[src/rtl/debouncer_multi.sv]
// debouncer_multi: N-channel synchroniser + prescaled stability-counter debouncer.
// Define DEBOUNCE_EDGE_EN to build registered one-clock rise/fall pulses; otherwise they are tied low.
module debouncer_multi #(
  parameter int NUM_CH = 8,
  parameter int SYNC_STAGES = 2,
  parameter int PRESCALE = 1,
  parameter int STABLE_TICKS = 40,
  parameter logic [NUM_CH-1:0] INIT_VAL = {NUM_CH{1'b1}}
) (
  input  logic              clk,
  input  logic              rst,
  input  logic [NUM_CH-1:0] in_signal,
  output logic [NUM_CH-1:0] out_signal,
  output logic [NUM_CH-1:0] rise_pulse,
  output logic [NUM_CH-1:0] fall_pulse
);
  localparam int CW = $clog2(STABLE_TICKS + 1);
  localparam int PW = PRESCALE > 1 ? $clog2(PRESCALE) : 1;
  logic [PW-1:0] pre;
  logic tick;
  logic [NUM_CH-1:0] chain [SYNC_STAGES];
  logic [NUM_CH-1:0] sync, state, state_nx;
  assign tick = pre == PW'(PRESCALE - 1);
  assign sync = chain[SYNC_STAGES-1];
  assign out_signal = state;
  always_ff @(posedge clk or posedge rst)
    if (rst) pre <= '0;
    else pre <= tick ? '0 : pre + 1'b1;
  always_ff @(posedge clk or posedge rst)
    if (rst) begin
      for (int k = 0; k < SYNC_STAGES; k++) chain[k] <= INIT_VAL;
    end else begin
      chain[0] <= in_signal;
      for (int k = 1; k < SYNC_STAGES; k++) chain[k] <= chain[k-1];
    end
  for (genvar i = 0; i < NUM_CH; i++) begin : g_ch
    logic [CW-1:0] cnt;
    logic diff, flip;
    assign diff = sync[i] ^ state[i];
    assign flip = tick & diff & (cnt == CW'(STABLE_TICKS - 1));
    assign state_nx[i] = flip ? sync[i] : state[i];
    // Any agreeing tick restarts the count, so it never exceeds STABLE_TICKS-1.
    always_ff @(posedge clk or posedge rst)
      if (rst) cnt <= '0;
      else if (tick) cnt <= (diff && !flip) ? cnt + 1'b1 : '0;
  end
  always_ff @(posedge clk or posedge rst)
    if (rst) state <= INIT_VAL;
    else state <= state_nx;
`ifdef DEBOUNCE_EDGE_EN
  always_ff @(posedge clk or posedge rst)
    if (rst) begin
      rise_pulse <= '0;
      fall_pulse <= '0;
    end else begin
      rise_pulse <= state_nx & ~state;
      fall_pulse <= ~state_nx & state;
    end
`else
  assign rise_pulse = '0;
  assign fall_pulse = '0;
`endif
endmodule

[config.mk]
export PLATFORM = sky130hd
export DESIGN_NAME = debouncer_multi
export DESIGN_NICKNAME = d
export VERILOG_FILES = /design/src/rtl/debouncer_multi.sv
export SDC_FILE = /design/constraint.sdc
export NUM_CORES = 1
export LEC_CHECK = 0
export ABC_AREA = 1
export CAP_MARGIN = 20
export CELL_PAD_IN_SITES_DETAIL_PLACEMENT = 0
export CELL_PAD_IN_SITES_GLOBAL_PLACEMENT = 2
export CORE_ASPECT_RATIO = 0.6
export CORE_MARGIN = 2
export CORE_UTILIZATION = 23
export DETAILED_ROUTE_END_ITERATION = 8
export HOLD_SLACK_MARGIN = 0.1
export MAX_ROUTING_LAYER = met4
export PLACE_DENSITY = 0.58
export SKIP_CTS_REPAIR_TIMING = 1
export SLEW_MARGIN = 20
export SYNTH_ARGS = -nofsm -noshare
export SYNTH_HDL_FRONTEND = slang
export SYNTH_SLANG_ARGS = --single-unit
[constraint.sdc]
create_clock -name clk -period 3.2 [get_ports clk]
set_input_delay 0.96 -clock clk [delete_from_list [all_inputs] [get_ports clk]]
set_output_delay 0.96 -clock clk [all_outputs]
set_load 0.1 [all_outputs]
## After elaboration in Yosys (flattened, before gate mapping)

Index checks and enable logic that the tools add are counted.

- Register bits after elaboration: 73
- Latch bits: 0
- RAM bits: 0
- Memory bits (read-only): 0
- Bits of input ports: 10
- Output and inout port bits: 24
- Memories kept: 0

- $add $sub $neg: 9
- $mul: 0
- Div/mod/pow operators: 0
- Magnitude comparators: 0
- Equality and inequality tests: 8
- Shifts and indexed selects: 0
- Mux-type cells: 9
- Bitwise operators: 25
- Reduce and logical (&&, ||, !) cells: 16

Operator list:

| cell | count |
|---|---|
| adder 6 x 1 -> 6 bit, second input constant | 8 |
| == test 6 bit, second input constant | 8 |
| two-way mux 6 bit | 8 |
| bitwise AND 1 bit | 16 |
| logical AND 1 bit | 8 |
| logical NOT 1 bit | 8 |
| bitwise XOR 1 bit | 8 |
| adder 1 bit, second input constant | 1 |
| two-way mux 1 bit | 1 |
| NOT 1 bit | 1 |

## Longest topological paths before layout

Gate-level depths: netlist (run 1).

- Depth after elaboration: 6
- Gate-level depth with buffers: 6

## Worst setup path before layout (run 1)

No wires, ideal clock.

- Kind: register to output
- From: register state[0], in the netlist out_signal[0]
- To: output port out_signal[0]
- Arrival time: 0.846 ns
- Setup slack: 1.394 ns
- Cell stages (with the launch flop): 1
- Buffers on the path: 0
- Cell sequence: dfstp_2

RTL lines:

| item | line | source |
|---|---|---|
| start: declaration | 22 | `logic [NUM_CH-1:0] sync, state, state_nx;` |
| start signal: assignment | 49 | `else state <= state_nx;` |
| end: declaration | 13 | `output logic [NUM_CH-1:0] out_signal,` |

No word-level cell between the ends.

## Worst setup path after layout (run 1)

- From: register state[0], in the netlist out_signal[0]
- To: output port out_signal[0]

No word-level cell between the ends.

==> results of run 1 <==
## layout make-up
cell class	instances	area share [%]
Multi-Input combinational cell	224	32.5
Sequential cell	72	46.6
Tap cell	192	6.11
Clock inverter	3	1.08
Timing Repair Buffer	18	4.33
Clock buffer	12	6.27
Inverter	33	3.15
## layer usage
layer  vias to the layer above  track usage, %
met3                         5            3.76
met1                       948            12.0
met2                        21            10.8
li1                       1053               -
met4                         0            2.91
met5                         -               -
## power by group
| group | switching [µW] | total, µW | internal, µW |
|---|---|---|---|
| clock network | 356 | 975 | 619 |
| registers | 32.4 | 987 | 955 |
| logic | 140 | 182 | 42.3 |
| total | 528 | 2140 | 1620 |
## cell usage in the layout (no fill, tap or decap)
master           instances
buf_12                   1
buf_4                    8
bufinv_16                1
clkbuf_1                 2
clkbuf_16                9
clkbuf_8                 1
clkdlybuf4s50_1          9
clkinv_2                 1
clkinvlp_4               1
conb_1                  16
dfrtp_1                 48
dfstp_2                 24
ha_1                     8
inv_1                   32
inv_2                    1
nand2_1                 41
nand2_2                 15
nand3_1                 24
nand3_2                  8
nand4_1                  8
nor2_1                  49
nor2_2                  15
o21bai_1                 8
xnor2_1                  8
xor2_1                  24
## worst reg2reg max path, delay by kind of cell, from the launching register on
family / cells / cell delay (ns)
and+or+nand+nor: 5 / 0.49
DFF: 1 / 0.40
adders and majority gates: 1 / 0.24
## flip-flops by register name, summed over array words and instances (netlist names)
signal      cells
chain           8
sync            8
g_ch.cnt       48
out_signal      8
## worst max path at each step
stage | startpoint | end | slack [ns] | cells after the start
4_1_cts | out_signal[0] | out_signal[0] | 1.05 | 1
5_1_grt | out_signal[0] | out_signal[0] | 1.03 | 1
2_1_floorplan | rst | g_ch[0].cnt[0] | 0.45 | 1
3_5_place_dp | out_signal[0] | out_signal[0] | 1.42 | 1
3_3_place_gp | out_signal[1] | out_signal[1] | 1.42 | 1
6_report | out_signal[0] | out_signal[0] | 1.07 | 1
## per-stage QoR
stage / util, % / area [µm²] / instances
final: 28.4 / 3930 / 554
after floorplan: - / 3350 / 345
after global placement: 26.3 / 3640 / 539
after global routing: 28.4 / 3930 / 554
after detailed placement: 26.3 / 3640 / 539
after CTS: 28.4 / 3930 / 554
## logic make-up after synthesis
logic type / synth area share, %
simple gates: 23.5
xor+xnor: 8.50
other cells: 0.114
compound gates: 1.82
fa+ha+maj: 3.04
flops: 55.6
buf+inv: 7.40
==> results_dict.tcl, run 1 <==
set metrics [dict create \
    status "finished clean" \
    synth_common_cells "nor2_1, dfrtp_1, nand2_1" \
    ys_types 16 \
    setup_viol 0 \
    port_buffers 17 \
    ys_seq_area_share_pct 55.6 \
    fillers 1463 \
    drt-initial-drc-count 103 \
    rsz0062_at_grt "false" \
    yosys_warnings 0 \
    fin_crit_sh_pct 66.4 \
    r2r_cells 6 \
    first_global_vias 2054 \
    synth_edf_count 0 \
    crit_path_top_delay_cell "dfstp_2" \
    finalHoldViolations 0 \
    worstPathMaxFanout 3 \
    start_util_pct 23.8 \
    clkLatencyLatePin_ns 0.32 \
    setup_ws_ns 1.07 \
    wl_um 5490 \
    fmax_mhz 471 \
    arrival_ns 1.17 \
    leakage_uw 0.00177 \
    ctsRootBufferMaster "clkbuf_16" \
    first_pass_iters 4 \
    cts_buffer_depth 2 \
    avgSynthCellArea_um2 9.99 \
    synth_seq_cells 72 \
    yosysMostFrequentCell "nor2_1" \
    wl_met1_um 3050 \
    start_kind "flip-flop" \
    die_w_um 159 \
    final_antenna_net_count 0 \
    gp_congestion 0.705 \
    clk_pin_slew_ns 0.05 \
    hold_path_startpoint "chain[14]" \
    area_growth_pct 19.3 \
    drive_above_1_share_pct 23.5 \
    cp_top_family "flip-flops" \
    rows 33 \
    core_area_um2 13800 \
    powerDensity_nw_per_um2 545 \
    syn_area_um2 3300 \
    critPathMaxStageDelay_ns 0.55 \
    synth_flop_cell "dfrtp_1" \
    ys_top_cells_by_area "dfrtp_1, dfstp_2, xor2_1" \
    power_uw 2140 \
    grt_max_degree 73 \
    hpwlAfterDp_um 3740 \
    synth_top_cell_area_share_pct 36.4 \
    htree_num_levels 3 \
    highest_layer "met4" \
    via_per_inst 3.66 \
    die_h_um 96.7 \
    drv_cap 0 \
    hold_depth 0 \
    synth_area_leader_cell "dfrtp_1" \
    slew_violations 0 \
    rrSetupSlack_ns 1.95 \
    cts_num_sinks 72 \
    crit_buf_inv 1 \
    holdPathEnd "sync[6]" \
    antenna_found_initial 0 \
    wl_met3_um 217 \
    wl_met2_um 2160 \
    synth_cells 330 \
    cts_tree "done" \
    worstReg2RegStart "g_ch[2].cnt[0]" \
    track_usage_pct 8.58 \
    dieArea_um2 15300 \
    finalSetupTns_ns 0 \
    pre_cts_slack_ns 1.42 \
    cp_cell_sequence "buf_4" \
    overflow 0 \
    via_count 2027 \
    fin_nets 376 \
    hold_path_class "reg2reg" \
    synthArstFlopShare_pct 100 \
    drc_errors 0 \
    io_pins 34 \
    regArea_um2 1830 \
    ir_drop_v 0.000256 \
    cp.required_ns 2.24 \
    numCtsBuffers 9 \
    grt_pass1_wl_um 9970 \
    cp-end-kind "output port" \
    skew_ns 0.00396 \
    whs_ns 0.354 \
    regToRegEndpoint "g_ch[2].cnt[0]" \
    n_antenna_cell 0 \
    wire_per_inst_um 9.90 \
    final.min_clock_period_ns 2.13 \
    worstSetupPathType "reg2out" \
    multi_input_area_um2 1280 \
]
(Power assumes the default switching activity.)
==> run 2, diff against run 1 <==
Clock period 3.2 ns to 2.2 ns, I/O delays scaled along.
==> run 2 against run 1 <==
  * Clock-buffer cell count grew 3
  * Global-route usage grew 0.055 points
  * Sequential power grew 46%
  * Final area grew 3.6%
  * Critical path type unchanged
==> results_dict.tcl, run 2 (synthesis results as in run 1) <==
set metrics [dict create \
    cts_num_sinks 72 \
    start_util_pct 23.8 \
    crit_buf_inv 1 \
    start_kind "flip-flop" \
    clkLatencyLatePin_ns 0.33 \
    rows 33 \
    cts_buffer_depth 2 \
    hold_path_class "reg2reg" \
    cp.required_ns 1.54 \
    n_antenna_cell 0 \
    area_growth_pct 23.5 \
    core_area_um2 13800 \
    powerDensity_nw_per_um2 771 \
    via_count 2023 \
    cp_top_family "flip-flops" \
    final_antenna_net_count 0 \
    hpwlAfterDp_um 4070 \
    overflow 0 \
    port_buffers 17 \
    fin_util_pct 29.4 \
    skew_ns 0.00426 \
    track_usage_pct 8.64 \
    final_cell_mix "nor2_1, dfrtp_1, nand2_1" \
    final_common_cell "nor2_1" \
    worstSetupPathType "reg2out" \
    via_per_inst 3.64 \
    setup_ws_ns 0.449 \
    cp-end-kind "output port" \
    finalSetupTns_ns 0 \
    gp_congestion 0.663 \
    fin_nets 377 \
    drc_errors 0 \
    crit_path_top_delay_cell "dfstp_2" \
    numCtsBuffers 9 \
    cts_tree "done" \
    wl_um 5640 \
    fmax_mhz 571 \
    dieArea_um2 15300 \
    critical_path_cell_count 1 \
    whs_ns 0.351 \
    status "finished clean" \
    worstPathMaxFanout 3 \
    critPathMaxStageDelay_ns 0.57 \
    rsz0062_at_grt "false" \
    arrival_ns 1.09 \
    slew_violations 0 \
    setup_viol 0 \
    pre_cts_slack_ns 0.646 \
    htree_num_levels 3 \
    fin_crit_sh_pct 79.6 \
    clk_pin_slew_ns 0.05 \
    regArea_um2 1830 \
    regMostFlops "g_ch.cnt" \
    leakage_uw 0.00181 \
    grt_pass1_wl_um 9830 \
    drive_above_1_share_pct 24.2 \
    finalHoldViolations 0 \
    first_pass_iters 4 \
    die_w_um 159 \
    grt_max_degree 34 \
    io_pins 34 \
    final.min_clock_period_ns 1.75 \
    hold_depth 0 \
    antenna_found_initial 0 \
    wire_per_inst_um 10.1 \
    cp_cell_sequence "buf_12" \
    ctsRootBufferMaster "clkbuf_16" \
    die_h_um 96.7 \
    r2r_cells 6 \
    fillers 1445 \
    ir_drop_v 0.000327 \
    first_global_vias 2001 \
    multi_input_area_um2 1280 \
    drv_cap 0 \
    largest_reg_flops 48 \
    drt-initial-drc-count 60 \
]
==> run 2: cell count changes in the layout (fill, tap and decap cells not counted), sizes merged <==
cell	change
bufinv	-1
clkbuf	+3
clkinvlp	+1
buf	+1
inv	-1
clkinv	-1
==> run 2: final cells by class <==
type                    count  area share, %
flip-flops and latches     72           45.0
multi-input cells         224           31.3
clock buffers              15           7.31
repair buffers             19           7.13
well taps                 192           5.90
inverters                  33           3.13
clock inverters             1          0.184
==> run 2: per-layer routing <==
metal | global-route usage [%] | vias to the layer above | wire length [µm]
met4 | 3.53 | 0 | 107
met1 | 12.6 | 926 | 3080
met3 | 3.67 | 11 | 272
li1 | - | 1060 | -
met5 | - | - | 0
met2 | 10.2 | 26 | 2180
==> run 2: worst reg2reg max path: cells and delay by family, from the launching register on <==
family / cells / cell delay, ns
and+or+nand+nor: 5 / 0.51
DFF: 1 / 0.39
adders and majority gates: 1 / 0.24
==> run 2: per-stage QoR <==
stage               area [µm²]  power, µW  cells
finish                    4070       3140    556
detailed placement        3770       1730    540
global route              4070       3300    556
global placement          3770       1730    540
CTS                       4070       3210    556
floorplan                 3360       1690    345
==> run 2: final timing paths <==
path | from | endpoint | slack [ns]
max in group asynchronous | rst | chain[9] | 1.01
worst min-delay path | chain[14] | sync[6] | 0.35
worst max-delay path | out_signal[6] | out_signal[6] | 0.45
worst max register to register | g_ch[6].cnt[0] | g_ch[6].cnt[0] | 0.96
worst min register to register | chain[14] | sync[6] | 0.35
min in group asynchronous | rst | g_ch[4].cnt[3] | 0.65
==> run 2: power by group <==
part	switching [µW]	internal (µW)	total [µW]
logic	204	65.1	269
clock network	516	917	1430
registers	46.3	1390	1440
